==> src/rtl/id_ex_pipe_reg_if.sv <==
// ID/EX boundary bundle: decoded ID fields in, registered EX fields and the load-use stall out.
// hold/flush are the control inputs that the pipeline control drives into the stage.
interface id_ex_pipe_reg_if #(
   parameter int XLEN    = 32,
   parameter int ALUOP_W = 4
);
   logic               hold;
   logic               flush;
   logic               id_valid;
   logic [4:0]         id_rs1_addr;
   logic [4:0]         id_rs2_addr;
   logic               id_uses_rs1;
   logic               id_uses_rs2;
   logic [4:0]         id_rd_addr;
   logic               id_regwrite;
   logic               id_memread;
   logic               id_memwrite;
   logic               id_mem_to_reg;
   logic               id_alu_src;
   logic [ALUOP_W-1:0] id_alu_op;
   logic [XLEN-1:0]    id_rs1_data;
   logic [XLEN-1:0]    id_rs2_data;
   logic [XLEN-1:0]    id_imm;
   logic [XLEN-1:0]    id_pc;

   logic               id_ex_valid;
   logic [4:0]         id_ex_rs1_addr;
   logic [4:0]         id_ex_rs2_addr;
   logic               id_ex_uses_rs1;
   logic               id_ex_uses_rs2;
   logic [4:0]         id_ex_rd_addr;
   logic               id_ex_regwrite;
   logic               id_ex_memread;
   logic               id_ex_memwrite;
   logic               id_ex_mem_to_reg;
   logic               id_ex_alu_src;
   logic [ALUOP_W-1:0] id_ex_alu_op;
   logic [XLEN-1:0]    id_ex_rs1_data;
   logic [XLEN-1:0]    id_ex_rs2_data;
   logic [XLEN-1:0]    id_ex_imm;
   logic [XLEN-1:0]    id_ex_pc;
   logic               load_use_stall;

   modport master (
      output hold, flush, id_valid, id_rs1_addr, id_rs2_addr, id_uses_rs1, id_uses_rs2,
             id_rd_addr, id_regwrite, id_memread, id_memwrite, id_mem_to_reg, id_alu_src,
             id_alu_op, id_rs1_data, id_rs2_data, id_imm, id_pc,
      input  id_ex_valid, id_ex_rs1_addr, id_ex_rs2_addr, id_ex_uses_rs1, id_ex_uses_rs2,
             id_ex_rd_addr, id_ex_regwrite, id_ex_memread, id_ex_memwrite, id_ex_mem_to_reg,
             id_ex_alu_src, id_ex_alu_op, id_ex_rs1_data, id_ex_rs2_data, id_ex_imm, id_ex_pc,
             load_use_stall
   );

   modport slave (
      input  hold, flush, id_valid, id_rs1_addr, id_rs2_addr, id_uses_rs1, id_uses_rs2,
             id_rd_addr, id_regwrite, id_memread, id_memwrite, id_mem_to_reg, id_alu_src,
             id_alu_op, id_rs1_data, id_rs2_data, id_imm, id_pc,
      output id_ex_valid, id_ex_rs1_addr, id_ex_rs2_addr, id_ex_uses_rs1, id_ex_uses_rs2,
             id_ex_rd_addr, id_ex_regwrite, id_ex_memread, id_ex_memwrite, id_ex_mem_to_reg,
             id_ex_alu_src, id_ex_alu_op, id_ex_rs1_data, id_ex_rs2_data, id_ex_imm, id_ex_pc,
             load_use_stall
   );
endinterface

==> src/rtl/id_ex_pipe_reg.sv <==
// ID/EX pipeline register with load-use hazard detection, flush squash and global hold.
// Optional HAZARD_CNT_EN adds saturating bubble_cnt/flush_cnt event counters.
module id_ex_pipe_reg #(
   parameter int XLEN    = 32,
   parameter int ALUOP_W = 4
) (
   input logic clk,
   input logic rst,
   id_ex_pipe_reg_if.slave bus
`ifdef HAZARD_CNT_EN
   ,
   output logic [31:0] bubble_cnt,
   output logic [31:0] flush_cnt
`endif
);

   typedef struct packed {
      logic               valid;
      logic [4:0]         rs1_addr;
      logic [4:0]         rs2_addr;
      logic               uses_rs1;
      logic               uses_rs2;
      logic [4:0]         rd_addr;
      logic               regwrite;
      logic               memread;
      logic               memwrite;
      logic               mem_to_reg;
      logic               alu_src;
      logic [ALUOP_W-1:0] alu_op;
      logic [XLEN-1:0]    rs1_data;
      logic [XLEN-1:0]    rs2_data;
      logic [XLEN-1:0]    imm;
      logic [XLEN-1:0]    pc;
   } ex_t;

   ex_t  cur;
   ex_t  nxt;
   ex_t  id_fields;
   logic rs_match;
   logic lus;

   assign id_fields = '{
      valid:      bus.id_valid,
      rs1_addr:   bus.id_rs1_addr,
      rs2_addr:   bus.id_rs2_addr,
      uses_rs1:   bus.id_uses_rs1,
      uses_rs2:   bus.id_uses_rs2,
      rd_addr:    bus.id_rd_addr,
      regwrite:   bus.id_regwrite,
      memread:    bus.id_memread,
      memwrite:   bus.id_memwrite,
      mem_to_reg: bus.id_mem_to_reg,
      alu_src:    bus.id_alu_src,
      alu_op:     bus.id_alu_op,
      rs1_data:   bus.id_rs1_data,
      rs2_data:   bus.id_rs2_data,
      imm:        bus.id_imm,
      pc:         bus.id_pc
   };

   // id_valid qualifies the ID fields; load_use_stall is the back-pressure to PC/IF/ID,
   // asserted only when this edge will actually be consumed (no hold, no flush).
   assign rs_match = (bus.id_uses_rs1 && (bus.id_rs1_addr == cur.rd_addr)) ||
                     (bus.id_uses_rs2 && (bus.id_rs2_addr == cur.rd_addr));
   assign lus = !bus.hold && !bus.flush && bus.id_valid && cur.valid && cur.memread &&
                (cur.rd_addr != 5'd0) && rs_match;
   assign bus.load_use_stall = lus;

   always_comb begin
      nxt = '0;
      if (!bus.flush && !lus && bus.id_valid) begin
         nxt = id_fields;
      end
   end

   always_ff @(posedge clk or posedge rst) begin
      if (rst) begin
         cur <= '0;
      end else if (!bus.hold) begin
         cur <= nxt;
      end
   end

`ifdef HAZARD_CNT_EN
   // Counters only write on an increment so they stay put while saturated.
   always_ff @(posedge clk or posedge rst) begin
      if (rst) begin
         bubble_cnt <= '0;
         flush_cnt  <= '0;
      end else if (!bus.hold) begin
         if (bus.flush && (flush_cnt != 32'hFFFF_FFFF)) begin
            flush_cnt <= flush_cnt + 32'd1;
         end
         if (lus && (bubble_cnt != 32'hFFFF_FFFF)) begin
            bubble_cnt <= bubble_cnt + 32'd1;
         end
      end
   end
`endif

   assign bus.id_ex_valid      = cur.valid;
   assign bus.id_ex_rs1_addr   = cur.rs1_addr;
   assign bus.id_ex_rs2_addr   = cur.rs2_addr;
   assign bus.id_ex_uses_rs1   = cur.uses_rs1;
   assign bus.id_ex_uses_rs2   = cur.uses_rs2;
   assign bus.id_ex_rd_addr    = cur.rd_addr;
   assign bus.id_ex_regwrite   = cur.regwrite;
   assign bus.id_ex_memread    = cur.memread;
   assign bus.id_ex_memwrite   = cur.memwrite;
   assign bus.id_ex_mem_to_reg = cur.mem_to_reg;
   assign bus.id_ex_alu_src    = cur.alu_src;
   assign bus.id_ex_alu_op     = cur.alu_op;
   assign bus.id_ex_rs1_data   = cur.rs1_data;
   assign bus.id_ex_rs2_data   = cur.rs2_data;
   assign bus.id_ex_imm        = cur.imm;
   assign bus.id_ex_pc         = cur.pc;

endmodule

==> src/flat_wrapper.sv <==
// flat-port wrapper written by rule: the top's interface ports become plain ports
module id_ex_pipe_reg_flat 
#(
   parameter int XLEN    = 32,
   parameter int ALUOP_W = 4
)
  (clk, rst, bus_hold, bus_flush, bus_id_valid, bus_id_rs1_addr, bus_id_rs2_addr, bus_id_uses_rs1, bus_id_uses_rs2, bus_id_rd_addr, bus_id_regwrite, bus_id_memread, bus_id_memwrite, bus_id_mem_to_reg, bus_id_alu_src, bus_id_alu_op, bus_id_rs1_data, bus_id_rs2_data, bus_id_imm, bus_id_pc, bus_id_ex_valid, bus_id_ex_rs1_addr, bus_id_ex_rs2_addr, bus_id_ex_uses_rs1, bus_id_ex_uses_rs2, bus_id_ex_rd_addr, bus_id_ex_regwrite, bus_id_ex_memread, bus_id_ex_memwrite, bus_id_ex_mem_to_reg, bus_id_ex_alu_src, bus_id_ex_alu_op, bus_id_ex_rs1_data, bus_id_ex_rs2_data, bus_id_ex_imm, bus_id_ex_pc, bus_load_use_stall);
  id_ex_pipe_reg_if #(.XLEN(XLEN), .ALUOP_W(ALUOP_W)) bus_i ();
  input logic clk;
  input logic rst;
  input wire logic [$bits(bus_i.hold)-1:0] bus_hold;
  input wire logic [$bits(bus_i.flush)-1:0] bus_flush;
  input wire logic [$bits(bus_i.id_valid)-1:0] bus_id_valid;
  input wire logic [$bits(bus_i.id_rs1_addr)-1:0] bus_id_rs1_addr;
  input wire logic [$bits(bus_i.id_rs2_addr)-1:0] bus_id_rs2_addr;
  input wire logic [$bits(bus_i.id_uses_rs1)-1:0] bus_id_uses_rs1;
  input wire logic [$bits(bus_i.id_uses_rs2)-1:0] bus_id_uses_rs2;
  input wire logic [$bits(bus_i.id_rd_addr)-1:0] bus_id_rd_addr;
  input wire logic [$bits(bus_i.id_regwrite)-1:0] bus_id_regwrite;
  input wire logic [$bits(bus_i.id_memread)-1:0] bus_id_memread;
  input wire logic [$bits(bus_i.id_memwrite)-1:0] bus_id_memwrite;
  input wire logic [$bits(bus_i.id_mem_to_reg)-1:0] bus_id_mem_to_reg;
  input wire logic [$bits(bus_i.id_alu_src)-1:0] bus_id_alu_src;
  input wire logic [$bits(bus_i.id_alu_op)-1:0] bus_id_alu_op;
  input wire logic [$bits(bus_i.id_rs1_data)-1:0] bus_id_rs1_data;
  input wire logic [$bits(bus_i.id_rs2_data)-1:0] bus_id_rs2_data;
  input wire logic [$bits(bus_i.id_imm)-1:0] bus_id_imm;
  input wire logic [$bits(bus_i.id_pc)-1:0] bus_id_pc;
  output wire logic [$bits(bus_i.id_ex_valid)-1:0] bus_id_ex_valid;
  output wire logic [$bits(bus_i.id_ex_rs1_addr)-1:0] bus_id_ex_rs1_addr;
  output wire logic [$bits(bus_i.id_ex_rs2_addr)-1:0] bus_id_ex_rs2_addr;
  output wire logic [$bits(bus_i.id_ex_uses_rs1)-1:0] bus_id_ex_uses_rs1;
  output wire logic [$bits(bus_i.id_ex_uses_rs2)-1:0] bus_id_ex_uses_rs2;
  output wire logic [$bits(bus_i.id_ex_rd_addr)-1:0] bus_id_ex_rd_addr;
  output wire logic [$bits(bus_i.id_ex_regwrite)-1:0] bus_id_ex_regwrite;
  output wire logic [$bits(bus_i.id_ex_memread)-1:0] bus_id_ex_memread;
  output wire logic [$bits(bus_i.id_ex_memwrite)-1:0] bus_id_ex_memwrite;
  output wire logic [$bits(bus_i.id_ex_mem_to_reg)-1:0] bus_id_ex_mem_to_reg;
  output wire logic [$bits(bus_i.id_ex_alu_src)-1:0] bus_id_ex_alu_src;
  output wire logic [$bits(bus_i.id_ex_alu_op)-1:0] bus_id_ex_alu_op;
  output wire logic [$bits(bus_i.id_ex_rs1_data)-1:0] bus_id_ex_rs1_data;
  output wire logic [$bits(bus_i.id_ex_rs2_data)-1:0] bus_id_ex_rs2_data;
  output wire logic [$bits(bus_i.id_ex_imm)-1:0] bus_id_ex_imm;
  output wire logic [$bits(bus_i.id_ex_pc)-1:0] bus_id_ex_pc;
  output wire logic [$bits(bus_i.load_use_stall)-1:0] bus_load_use_stall;
  assign bus_i.hold = bus_hold;
  assign bus_i.flush = bus_flush;
  assign bus_i.id_valid = bus_id_valid;
  assign bus_i.id_rs1_addr = bus_id_rs1_addr;
  assign bus_i.id_rs2_addr = bus_id_rs2_addr;
  assign bus_i.id_uses_rs1 = bus_id_uses_rs1;
  assign bus_i.id_uses_rs2 = bus_id_uses_rs2;
  assign bus_i.id_rd_addr = bus_id_rd_addr;
  assign bus_i.id_regwrite = bus_id_regwrite;
  assign bus_i.id_memread = bus_id_memread;
  assign bus_i.id_memwrite = bus_id_memwrite;
  assign bus_i.id_mem_to_reg = bus_id_mem_to_reg;
  assign bus_i.id_alu_src = bus_id_alu_src;
  assign bus_i.id_alu_op = bus_id_alu_op;
  assign bus_i.id_rs1_data = bus_id_rs1_data;
  assign bus_i.id_rs2_data = bus_id_rs2_data;
  assign bus_i.id_imm = bus_id_imm;
  assign bus_i.id_pc = bus_id_pc;
  assign bus_id_ex_valid = bus_i.id_ex_valid;
  assign bus_id_ex_rs1_addr = bus_i.id_ex_rs1_addr;
  assign bus_id_ex_rs2_addr = bus_i.id_ex_rs2_addr;
  assign bus_id_ex_uses_rs1 = bus_i.id_ex_uses_rs1;
  assign bus_id_ex_uses_rs2 = bus_i.id_ex_uses_rs2;
  assign bus_id_ex_rd_addr = bus_i.id_ex_rd_addr;
  assign bus_id_ex_regwrite = bus_i.id_ex_regwrite;
  assign bus_id_ex_memread = bus_i.id_ex_memread;
  assign bus_id_ex_memwrite = bus_i.id_ex_memwrite;
  assign bus_id_ex_mem_to_reg = bus_i.id_ex_mem_to_reg;
  assign bus_id_ex_alu_src = bus_i.id_ex_alu_src;
  assign bus_id_ex_alu_op = bus_i.id_ex_alu_op;
  assign bus_id_ex_rs1_data = bus_i.id_ex_rs1_data;
  assign bus_id_ex_rs2_data = bus_i.id_ex_rs2_data;
  assign bus_id_ex_imm = bus_i.id_ex_imm;
  assign bus_id_ex_pc = bus_i.id_ex_pc;
  assign bus_load_use_stall = bus_i.load_use_stall;
  id_ex_pipe_reg #(.XLEN(XLEN), .ALUOP_W(ALUOP_W)) u_core (.clk(clk), .rst(rst), .bus(bus_i));
endmodule
==> config.mk <==
export PLATFORM = sky130hd
export DESIGN_NAME = id_ex_pipe_reg_flat
export DESIGN_NICKNAME = d
export VERILOG_FILES = /design/src/rtl/id_ex_pipe_reg_if.sv /design/src/rtl/id_ex_pipe_reg.sv /design/src/flat_wrapper.sv
export SDC_FILE = /design/constraint.sdc
export NUM_CORES = 1
export LEC_CHECK = 0
export BUFFER_PORTS_ARGS = -buffer_cell sky130_fd_sc_hd__buf_4
export CAP_MARGIN = 20
export CORE_ASPECT_RATIO = 0.9
export CORE_MARGIN = 8
export CORE_UTILIZATION = 51
export DETAILED_ROUTE_END_ITERATION = 6
export HOLD_SLACK_MARGIN = 0.08
export PLACE_DENSITY = 0.85
export SYNTH_ARGS = -nofsm -noshare
export SYNTH_HDL_FRONTEND = slang
export SYNTH_SLANG_ARGS = --single-unit
==> constraint.sdc <==
create_clock -name clk -period 11.9 [get_ports clk]
set_input_delay 2.38 -clock clk [delete_from_list [all_inputs] [get_ports clk]]
set_output_delay 2.38 -clock clk [all_outputs]
set_load 0.01 [all_outputs]
==> results.txt <==
The flow ran to the end, and the final reports show no timing, DRC or antenna violations. The first global-routing pass estimated 36800 microns of wire. The setup check on the worst reg-to-reg path leaves a slack of 8620 ps. The placed instance area was 0.00944 sq mm. The slowest library cell on the worst path is sky130_fd_sc_hd__buf_4.

The cell family contributing the most delay on the critical path is buffers and inverters. Critical path endpoint category: a primary output. Hold path startpoint: u_core.bus.id_ex_pc[31]$_DFFE_PP0N_. For the worst flop-to-flop path, the logic depth is 6.

The tools report the net switching component of the power as 389 uW. The pre-antenna-repair detailed-routing pass consisted of 5 iterations. The post-cts resize count is 0, and the floorplan die width is 141 microns. The synthesized design contains 155 register bits.

Between clock sinks in the finished design, the worst skew comes to 7.04 ps. The largest single stage delay on the critical path is 650 ps. The total congestion overflow after global routing was 0; the number of hold-slack violations in the final timing report was 0.

The final core utilization is 72.4%. Once detail routing completed, the nets flagged for antenna violations numbered 0. At the later pin of the worst-skew pair, clock insertion delay measures 430 ps. For this block, the initial DRC count from the detailed router was 659. After synthesis the cells add up to 0.00717 sq mm. Setup violations remaining at the end of the flow were counted as 0.

The run gives 169 MHz as the timing-limited maximum frequency. In this run, the combinational gates consume 19.5% of the power. The internal power contribution was 1070 uW; the hold-fix buffer count after cts was 0. The arrival time of the worst setup path is 3550 ps, and the core box area is 0.0139 sq mm.

Once the clock tree was built, the setup fixing pass inserted 0 buffers. Detailed routing inserted a total of 7060 vias. The Yosys step of the flow raised 0 warnings. The final layout contains 1142 nets.

For the site row count, the log shows 41. Among the stages of the critical path, the cell type that occurs most often is sky130_fd_sc_hd__buf_4. Initial antenna violation count: 0. The critical path contains buffers and inverters numbering 2 combined. The logs give 0 for the number of max-slew violations in the final report and 1460 uW for the total power.

TritonCTS built the clock tree. The tools report the worst flop-to-flop path startpoint as u_core.bus.id_ex_rd_addr[2]$_DFFE_PP0N_. The tools report the initial cell density of the core as 51.6%. After technology mapping, the gate count stands at 726.

Headroom to the max-slew limit came out at 26.1%. The tools report the number of global-route vias before repair as 6834. In the final layout, the share of cells above drive strength 1 is 35.5%. The final clock period utilization by the worst path came out at 49.8%. In this run the power density over the cells is 145 mW/mm^2. After layout, the minimum clock period comes to 5930 ps. IR analysis of the VDD net gives a maximum drop of 0.124 mV. The run gives 885 as the net count after synthesis. The routability congestion estimate was 0.815; the max-cap violation count was 0.

For this run, design rule violations remaining after detail routing come to 0. The tree is rooted in a sky130_fd_sc_hd__clkbuf_16. Buffers placed on the I/O ports in this run total 314.

Sequential cells account for 42.1% of the total power. TritonCTS created 17 clock buffers. Setup total negative slack on the finished layout was measured at 0 ps. Of the total power, the clock network draws 38.3%. The clock-pin slew on the worst setup and hold paths came out at 60 ps. The overall routed net length is 24000 microns. The worst setup path is launched from an input pin. The run gives 0.0101 sq mm as the cell area after layout. The synthesized area divided by synthesized cell count was 9.88 sq um.

The routed length per instance was 20.2 microns. The overall global routing resource usage came out at 25.5%. 315 I/O pins were placed. Setup repair after global routing left no endpoint under its margin.

Net switching is 26.7% of the power. The vertical die dimension came out at 129 microns. The signal on the critical path passes through buf_4, nor2_1, nand2_1, nor3b_1, buf_4. After synthesis, the netlist uses 20 different library cells. In this run the critical register-to-register path is captured at u_core.bus.id_ex_rs2_data[10]$_DFFE_PP0N_. The clock tree synthesis step divided the H-tree into 4 levels. Once detailed placement completed, the half-perimeter wirelength came to 15900 microns. Summing the sequential cell areas from Yosys gives 54.1% of the chip area. The hold path endpoint is u_core.bus.id_ex_pc[31]$_DFFE_PP0N_. At the pin with the least slew margin, the transition time is 1110 ps. Data on the critical path is required at its endpoint by 9520 ps.

The type of the most critical hold path is register to register. The pin count of the biggest net entering global routing is 124, and the maximum fanout along the worst path is 82. The total number of clock tree sinks was 155.

The worst setup path is of the input pin to primary output kind. The number of antenna diodes in the final layout is 0. Count of cells along the worst hold path: 2. No sink is reached through more buffers than the 2 on the longest clock path.

The floorplan step defined a die boundary enclosing 0.0181 sq mm. The detail-routed via count per cell was 5.94; the layout-stage area growth over the synthesis result was 40.3%. The leakage power summed over all cells is 0.00456 uW.
[kinds of logic after synthesis]
family,synth area share (%)
compound gates,30.0
simple gates,8.74
xor+xnor,1.22
buf+inv,5.98
flops,54.1
[power groups by stage]
stage               Clock (uW)  Sequential [uW]  Combinational (uW)
CTS                        566              615                 286
global route               590              621                 309
global placement             0              621                 280
finish                     559              615                 285
detailed placement           0              622                 286
floorplan                    0              643                 101
[placed cells by master, fill, tap and decap left out]
master and count:
sky130_fd_sc_hd__nor3b_1 1, sky130_fd_sc_hd__and2_4 1, sky130_fd_sc_hd__clkinv_4 1, sky130_fd_sc_hd__or4_1 1, sky130_fd_sc_hd__inv_6 1, sky130_fd_sc_hd__clkbuf_16 17
sky130_fd_sc_hd__o211ai_4 1, sky130_fd_sc_hd__a22oi_1 1, sky130_fd_sc_hd__clkbuf_8 4, sky130_fd_sc_hd__clkinv_2 2, sky130_fd_sc_hd__nand4_1 2, sky130_fd_sc_hd__clkbuf_1 5
sky130_fd_sc_hd__nor2_1 1, sky130_fd_sc_hd__o21ai_1 151, sky130_fd_sc_hd__xnor2_1 10, sky130_fd_sc_hd__bufinv_16 3, sky130_fd_sc_hd__o22ai_4 1, sky130_fd_sc_hd__nand2_1 157
sky130_fd_sc_hd__buf_12 1, sky130_fd_sc_hd__a32oi_1 154, sky130_fd_sc_hd__buf_4 322, sky130_fd_sc_hd__o21ai_0 4, sky130_fd_sc_hd__dfrtp_1 155
[Yosys cell counts, drive strengths merged]
master / count / share of area, %
a22oi: 1 / 0.10
a32oi: 154 / 19
and2: 1 / 0.087
buf: 29 / 3.0
clkbuf: 56 / 2.9
dfrtp: 155 / 54
inv: 1 / 0.052
nand2: 157 / 8.2
nand4: 2 / 0.17
nor2: 1 / 0.052
nor3b: 1 / 0.10
o211ai: 1 / 0.17
o21ai: 155 / 11
o22ai: 1 / 0.087
or4: 1 / 0.10
xnor2: 10 / 1.2
[stage by stage]
| step | hold WS [ps] | setup slack [ps] | std cells |
|---|---|---|---|
| 6_report | 495 | 5970 | 1189 |
| 4_1_cts | 497 | 5980 | 1188 |
| 2_1_floorplan | 524 | 5340 | 726 |
| 3_5_place_dp | 484 | 5980 | 1156 |
| 3_3_place_gp | 476 | 5990 | 1156 |
| 5_1_grt | 514 | 5890 | 1189 |
[worst max path at each step]
stage / start / endpoint / slack (ps) / cells past startpoint
after global routing: bus_hold / bus_load_use_stall / 5890 / 5
final: bus_hold / bus_load_use_stall / 5970 / 5
after detailed placement: bus_hold / bus_load_use_stall / 5980 / 5
after global placement: bus_hold / bus_load_use_stall / 5990 / 5
after floorplan: rst / u_core.bus.id_ex_alu_op[0]$_DFFE_PP0N_ / 5340 / 1
after CTS: bus_hold / bus_load_use_stall / 5980 / 5
[layout make-up]
cell class,count,area [sq um]
clock buffers,26,499
clock inverters,6,109
fillers,1016,3840
inverters,1,8.76
multi-input cells,485,2890
flip-flops and latches,155,3880
well taps,193,241
repair buffers,323,2440
[tightest hold or removal path, delay by kind of cell, from the launching register on]
kind / cells / cell delay (ps)
compound gates: 2 / 120
flops: 1 / 340
[per-layer routing]
metal	GRT usage (%)	vias up	share of wire [%]
met5	0	-	0
met4	12.9	0	3.9
met3	8.89	51	9.3
met2	41.1	372	49
met1	30.1	3365	38
li1	-	3272	-
Note: power is estimated with default switching activity, not from simulation.
